===== src/rtl/output_port_buffer_pkg.sv =====
// Shared router constants: default flit width, port direction labels and allocator register slack.
package output_port_buffer_pkg;

    localparam int DATASIZE   = 30;
    localparam int DEPTH      = 4;
    localparam int WIDTH      = 2;
    localparam int FULL_SLACK = 1;

    typedef enum logic [4:0] {
        DIR_L = 5'b00001,
        DIR_W = 5'b00010,
        DIR_N = 5'b00100,
        DIR_E = 5'b01000,
        DIR_S = 5'b10000
    } dir_e;

    // Occupancy at which backpressure asserts, leaving room for flits already in flight.
    function automatic int full_level(input int depth);
        return depth - FULL_SLACK;
    endfunction

endpackage


===== src/rtl/output_port_buffer_sync_fifo.sv =====
// Flop-based first-word-fall-through FIFO; a write into an empty FIFO is visible on head after one edge.
// Writes at capacity are ignored unless a read frees the slot on the same edge.
module output_port_buffer_sync_fifo #(
    parameter int DATASIZE = 30,
    parameter int DEPTH    = 4,
    parameter int WIDTH    = 2
) (
    input  logic                clk,
    input  logic                rst,
    input  logic                wr_en,
    input  logic [DATASIZE-1:0] wr_data,
    input  logic                rd_en,
    output logic [DATASIZE-1:0] head,
    output logic [WIDTH:0]      count
);

    localparam logic [WIDTH:0] DEPTH_CNT = (WIDTH+1)'(DEPTH);

    logic [DATASIZE-1:0] mem [DEPTH];
    logic [WIDTH-1:0]    wr_ptr;
    logic [WIDTH-1:0]    rd_ptr;
    logic                rd_ok;
    logic                wr_ok;

    assign rd_ok = rd_en && (count != '0);
    assign wr_ok = wr_en && ((count != DEPTH_CNT) || rd_ok);
    assign head  = (count != '0) ? mem[rd_ptr] : '0;

    always_ff @(posedge clk or posedge rst) begin
        if (rst) begin
            wr_ptr <= '0;
            rd_ptr <= '0;
            count  <= '0;
            for (int i = 0; i < DEPTH; i++) begin
                mem[i] <= '0;
            end
        end else begin
            if (wr_ok) begin
                mem[wr_ptr] <= wr_data;
                wr_ptr      <= wr_ptr + WIDTH'(1);
            end
            if (rd_ok) begin
                rd_ptr <= rd_ptr + WIDTH'(1);
            end
            case ({wr_ok, rd_ok})
                2'b10:   count <= count + (WIDTH+1)'(1);
                2'b01:   count <= count - (WIDTH+1)'(1);
                default: count <= count;
            endcase
        end
    end

endmodule


===== src/rtl/output_port_buffer.sv =====
// Output queue between switch allocator and link: 1-cycle write-to-link latency when empty, valid/ready on the link.
// full asserts one entry early so the flit already loaded in the allocator register always has a slot.
module output_port_buffer
    import output_port_buffer_pkg::*;
#(
    parameter int DATASIZE = output_port_buffer_pkg::DATASIZE,
    parameter int DEPTH    = output_port_buffer_pkg::DEPTH,
    parameter int WIDTH    = output_port_buffer_pkg::WIDTH
) (
    input  logic                clk,
    input  logic                rst_n,
    input  logic                in_valid,
    input  logic [DATASIZE-1:0] in_data,
    output logic                full,
    output logic                out_valid,
    output logic [DATASIZE-1:0] out_data,
    input  logic                out_ready,
    output logic [WIDTH:0]      count,
    output logic                overflow
);

    localparam logic [WIDTH:0] DEPTH_CNT = (WIDTH+1)'(DEPTH);
    localparam logic [WIDTH:0] FULL_CNT  = (WIDTH+1)'(full_level(DEPTH));

    logic load_q;
    logic write_en;
    logic rd_en;

    // The allocator only reloads on edges where full was low, so a held flit is new exactly once.
    assign write_en  = in_valid & load_q;
    assign out_valid = (count != '0);
    assign rd_en     = out_valid & out_ready;
    assign full      = (count >= FULL_CNT);

    always_ff @(posedge clk or posedge rst_n) begin
        if (rst_n) begin
            load_q   <= 1'b1;
            overflow <= 1'b0;
        end else begin
            load_q <= ~full;
            if (write_en && (count == DEPTH_CNT) && !rd_en) begin
                overflow <= 1'b1;
            end
        end
    end

    output_port_buffer_sync_fifo #(
        .DATASIZE (DATASIZE),
        .DEPTH    (DEPTH),
        .WIDTH    (WIDTH)
    ) u_fifo (
        .clk     (clk),
        .rst     (rst_n),
        .wr_en   (write_en),
        .wr_data (in_data),
        .rd_en   (rd_en),
        .head    (out_data),
        .count   (count)
    );

endmodule

===== config.mk =====
export PLATFORM = sky130hd
export DESIGN_NAME = output_port_buffer
export DESIGN_NICKNAME = d
export VERILOG_FILES = /design/src/rtl/output_port_buffer_pkg.sv /design/src/rtl/output_port_buffer_sync_fifo.sv /design/src/rtl/output_port_buffer.sv
export SDC_FILE = /design/constraint.sdc
export NUM_CORES = 1
export LEC_CHECK = 0
export CAP_MARGIN = 20
export CORE_ASPECT_RATIO = 1.2
export CORE_MARGIN = 2
export CORE_UTILIZATION = 50
export CTS_CLUSTER_DIAMETER = 120
export DETAILED_ROUTE_END_ITERATION = 8
export GPL_ROUTABILITY_DRIVEN = 0
export PLACE_DENSITY = 0.73
export SYNTH_ARGS = -nofsm -noshare
export SYNTH_HDL_FRONTEND = slang
export SYNTH_SLANG_ARGS = --single-unit

===== constraint.sdc =====
create_clock -name clk -period 5.5 [get_ports clk]
set_input_delay 1.1 -clock clk [delete_from_list [all_inputs] [get_ports clk]]
set_output_delay 1.1 -clock clk [all_outputs]
set_load 0.05 [all_outputs]

* After elaboration in Yosys (flattened, before gate mapping)
Cells that the tools add are included.
** Cells by class
- $add $sub $neg :: 4
- Bitwise operators :: 5
- Eq/ne operators :: 4
- Magnitude comparators :: 4
- Mux-type cells :: 8
- Reductions and logical operators :: 9
** Operator list (count)
- $bwmux W120 :: 1
- $mux W30 :: 4
- $bmux W30 S2 :: 1
- $demux W30 S2 :: 1
- $ge A3 B3 Y1 const B :: 2
- $not A2 Y3 :: 2
- $pmux W3 S2 :: 1
- $logic_and A1 B1 Y1 :: 5
- $add A2 B1 Y2 const B :: 2
- $add A3 B1 Y3 const B :: 1
- $eq A3 B3 Y1 const B :: 1
- $ge A3 B2 Y1 const B :: 1
- $lt A3 B1 Y1 const B :: 1
- $ne A3 B3 Y1 const B :: 1
- $reduce_bool A3 Y1 :: 1
- $sub A3 B1 Y3 const B :: 1
- $and A1 B1 Y1 :: 2
- $eq A2 B1 Y1 const B :: 1
- $eq A2 B2 Y1 const B :: 1
- $reduce_bool A2 Y1 :: 1
- $logic_not A1 Y1 :: 1
- $logic_or A1 B1 Y1 :: 1
- $not A1 Y1 :: 1
** Word-level totals
- Bits in registers :: 129

* Logic depth before layout (Yosys ltp)
- Word-level depth :: 7
- Gate-level depth with buffers :: 9
- Mapped depth without buffers :: 9

* Hierarchy
Synthesis repeated with hierarchy kept, for this count alone.
** Second synthesis, totals
- Cells, all modules :: 374
- Area total of the unflattened synthesis :: 5947.0 um^2
** Modules (own cells, without submodules)
- output_port_buffer_sync_fifo :: area an instance 5840.6 um^2, sequential area each 3178.0 um^2, cells an instance 364, instances 1
- output_port_buffer :: area an instance 106.4 um^2, sequential area each 51.3 um^2, cells an instance 10, instances 1

* Least setup slack after synthesis
OpenSTA, ideal clock, no wires.
- Kind :: register to output
- Start :: register u_fifo.count[0]
- End :: output port out_data[20]
- Data arrival time :: 2.082 ns
- Cell stages (with the launch flop) :: 4
- Setup slack :: 2.318 ns
- Path through :: dfrtp_1 > or3_2 > clkbuf_1 > and2_1
** On the way
- Word-level cells in the longest chain between the ends :: 2
** RTL lines
- from (decl) :: RTL line output_port_buffer_sync_fifo.sv:14 : output logic [WIDTH:0] count
- from (signal assigned) :: RTL line output_port_buffer_sync_fifo.sv:46 : 2'b10: count <= count + (WIDTH+1)'(1);
- from (signal assigned) :: RTL line output_port_buffer_sync_fifo.sv:47 : 2'b01: count <= count - (WIDTH+1)'(1);
- from (signal assigned) :: RTL line output_port_buffer_sync_fifo.sv:48 : default: count <= count;
- $reduce_bool A3 Y1
- via out_valid :: RTL line output_port_buffer.sv:15 : output logic out_valid,
- $mux W30 :: RTL line output_port_buffer_sync_fifo.sv:27 : assign head = (count != '0) ? mem[rd_ptr] : '0;
- to (decl) :: RTL line output_port_buffer.sv:16 : output logic [DATASIZE-1:0] out_data,
The timed path passes the listed nets, and every way through them passes these cells.

* Final worst setup path
- Start :: register u_fifo.rd_ptr[0]
- End :: output port out_data[8]
** On the way
- Word-level cells in the longest chain between the ends :: 5
** RTL lines
- from (decl) :: RTL line output_port_buffer_sync_fifo.sv:21 : logic [WIDTH-1:0] rd_ptr;
- from (signal assigned) :: RTL line output_port_buffer_sync_fifo.sv:43 : rd_ptr <= rd_ptr + WIDTH'(1);
- $not A2 Y3 (not written as such) :: RTL line output_port_buffer_sync_fifo.sv:27
- $bmux W30 S2 :: RTL line output_port_buffer_sync_fifo.sv:27
- $mux W30 (not written as such) (2 in series) :: RTL line output_port_buffer_sync_fifo.sv:27
- $mux W30 :: RTL line output_port_buffer_sync_fifo.sv:27
No other way between the ends. The select of a mux whose other input is x is not followed.

==> metrics.md <==
| Metric | Value |
|---|---|
| Status | finished, final reports clean |
| # diodes | 0 |
| Fin crit period | 4220 ps |
| Initial DRC count | 132 |
| Reg-to-reg endpoint | u_fifo.count[2]$_DFFE_PP0P_ |
| DR vias/cell | 5.47 |
| Hold Crit Class | reg2reg |
| Antenna violations before repair | 0 |
| Area of the multi-input gates | 0.00249 mm^2 |
| CTS tree | done |
| Worst-path maximum fanout | 28 |
| Slew @ Worst Pin | 989 ps |
| WS Path Type | reg2out |
| Core Footprint | 0.0116 mm^2 |
| Overall via count from detail_route | 3334 |
| FF/Latch Area | 0.00323 mm^2 |
| End point of the critical path | out_data[8] |
| WL per Instance | 18.9 um |
| Max-Cap Viols | 0 |
| Syn_nets | 406 |
| Worst r2r src | u_fifo.count[0]$_DFFE_PP0P_ |
| Synthesis-stage register bit count | 129 |
| WL final | 11500 um |
| Yosys cell types | 23 |
| IO Pins | 70 |
| Nets@finish | 480 |
| Cts bufs inserted | 17 |
| Post-route ant nets | 0 |
| Die H | 123 um |
| Fillcell total | 856 |
| Syn-to-layout area delta | 23.9% |
| Worst-skew pair later-pin latency | 410 ps |
| Initial Util | 0.511 |
| # Post-CTS Setup Buffers | 0 |
| WP data arrival | 3120 ps |
| First-pass GRT wire length | 18600 um |
| Area of the die | 0.0127 mm^2 |
| Reg2reg setup slack | 2970 ps |
| Root Driver | clkbuf_16 |
| HPWL Detailed | 6970 um |
| Drc violations | 0 |
| Final Max Slew Viols | 0 |
| Number of hold violations in the final report | 0 |
| Clock skew | 6.76 ps |
| Largest net degree at the start of global routing | 57 |
| Share of layout cells above drive strength 1 | 0.448 |
| Synthesized instance count | 366 |
| Worst Setup End Kind | output pin |
| Cts repair resizes | 0 |
| Overall routing resource usage | 0.200 |
| Mapped Area | 0.00591 mm^2 |
| Clock Pin Slew Worst Setup and Hold Paths | 60 ps |
| Critical path launch point | u_fifo.rd_ptr[0]$_DFFE_PP0P_ |
| Fin crit share | 0.767 |
| Ys Warns | 0 |
| # hold bufs at CTS | 0 |
| DRT Pass-1 Iters | 4 |
| Clock Tree Buf Depth | 2 |
| # rows | 43 |
| Seq/Total Area, Yosys | 0.546 |
| H-tree depth | 4 |
| Remaining Overflow, GRT | 0 |
| Rel. slew slack | 0.340 |
| Sink Count | 129 |
| Mean post-synth cell area | 16.1 um^2 |
| Critical Path RT | 4400 ps |
| Vias in the first global route | 3588 |
| Fmax | 0.237 GHz |
| # setup viols final | 0 |
| RSZ-0062 raised after global routing | false |
| TNS Setup | 0 ps |
| Startpoint types | flip-flop |
| Worst r2r path cells | 8 |
| Die Wd | 103 um |
| IO Port Bufs | 69 |
[metal layers]
layer | vias up | GRT usage | wire, um
met5 | - | 0 | 0
met4 | 0 | 0.0683 | 171
met3 | 17 | 0.0594 | 347
met2 | 64 | 0.320 | 5910
met1 | 1779 | 0.261 | 5090
li1 | 1474 | - | -
[worst max-delay path: stages (launching register included)]
cell and delay, ps:
dfrtp_2 1020, buf_4 310, mux4_2 510, and2_1 170, clkdlybuf4s50_1 700
[layout by cell type (no fill, tap or decap), types with 2 or more instances in the layout]
master	count
dfrtp_1	126
mux2_2	121
clkdlybuf4s50_1	69
and2_1	31
mux4_2	30
clkbuf_16	17
inv_1	7
buf_4	6
ha_1	5
nor3b_2	4
clkinv_4	4
clkinv_2	4
xnor2_1	3
xor2_1	3
clkinvlp_4	3
nor2_1	2
clkbuf_8	2
bufinv_16	2
buf_12	2
dfrtp_2	2
[synth_stat cells]
cell,count,area share
nor3b_1,4,0.0051
buf_1,3,0.0019
xnor2_1,3,0.0044
fa_1,1,0.0034
nor4b_4,1,0.0040
nand3_1,1,0.00085
dfrtp_1,128,0.54
buf_2,4,0.0034
clkbuf_1,3,0.0019
nand2_1,1,0.00063
and2_1,31,0.033
dfstp_2,1,0.0044
a21o_2,1,0.0015
mux2i_1,1,0.0017
nor2_1,2,0.0013
buf_6,12,0.023
inv_1,8,0.0051
or3_2,1,0.0013
a31o_2,1,0.0015
mux2_2,121,0.23
mux4_2,30,0.11
xor2_1,3,0.0044
ha_1,5,0.011
[stage by stage]
stage / hold WS (ps) / utilization / std cells / instance area (um^2) / setup slack, ps
after floorplan: 475 / - / 366 / 5910 / 961
after global placement: 454 / 0.582 / 578 / 6730 / 1630
after detailed placement: 466 / 0.582 / 578 / 6730 / 1650
after CTS: 480 / 0.633 / 610 / 7320 / 1210
after global routing: 500 / 0.633 / 610 / 7320 / 1080
final: 471 / 0.633 / 610 / 7320 / 1280
[how the worst min path moves through the flow]
stage / from / endpoint / slack [ps] / depth (start not counted)
2_1_floorplan: u_fifo.mem[30]$_DFFE_PP0P_ / u_fifo.mem[30]$_DFFE_PP0P_ / 480 / 1
3_3_place_gp: overflow$_DFFE_PP0P_ / overflow$_DFFE_PP0P_ / 450 / 1
3_5_place_dp: overflow$_DFFE_PP0P_ / overflow$_DFFE_PP0P_ / 470 / 1
4_1_cts: overflow$_DFFE_PP0P_ / overflow$_DFFE_PP0P_ / 480 / 1
5_1_grt: overflow$_DFFE_PP0P_ / overflow$_DFFE_PP0P_ / 500 / 1
6_report: overflow$_DFFE_PP0P_ / overflow$_DFFE_PP0P_ / 470 / 1
[cell families after synthesis]
family	count (synthesis)	share of synthesized area
adders and majority gates	6	0.0140
muxes	152	0.347
AOI/OAI and AO/OA	2	0.00296
xor gates and xnor gates	6	0.00889
DFF	129	0.546
and+or+nand+nor	41	0.0459
buffers and inverters	30	0.0351
[sequential cells by signal (all words and copies together), names as in the netlist]
signal,flops
u_fifo.mem,120
load_q,1
u_fifo.wr_ptr,2
u_fifo.count,3
u_fifo.rd_ptr,2
overflow,1
[layout make-up]
type / instances / area share
sequential: 129 / 0.442
multi-input combinational: 207 / 0.341
timing repair buffer: 77 / 0.106
clock buffer: 19 / 0.0619
tap: 157 / 0.0268
clock inverter: 13 / 0.0188
inverter: 8 / 0.00444
Power is not shown: default switching activity piles up to over one toggle a cycle in this logic, so the estimate is an artifact.
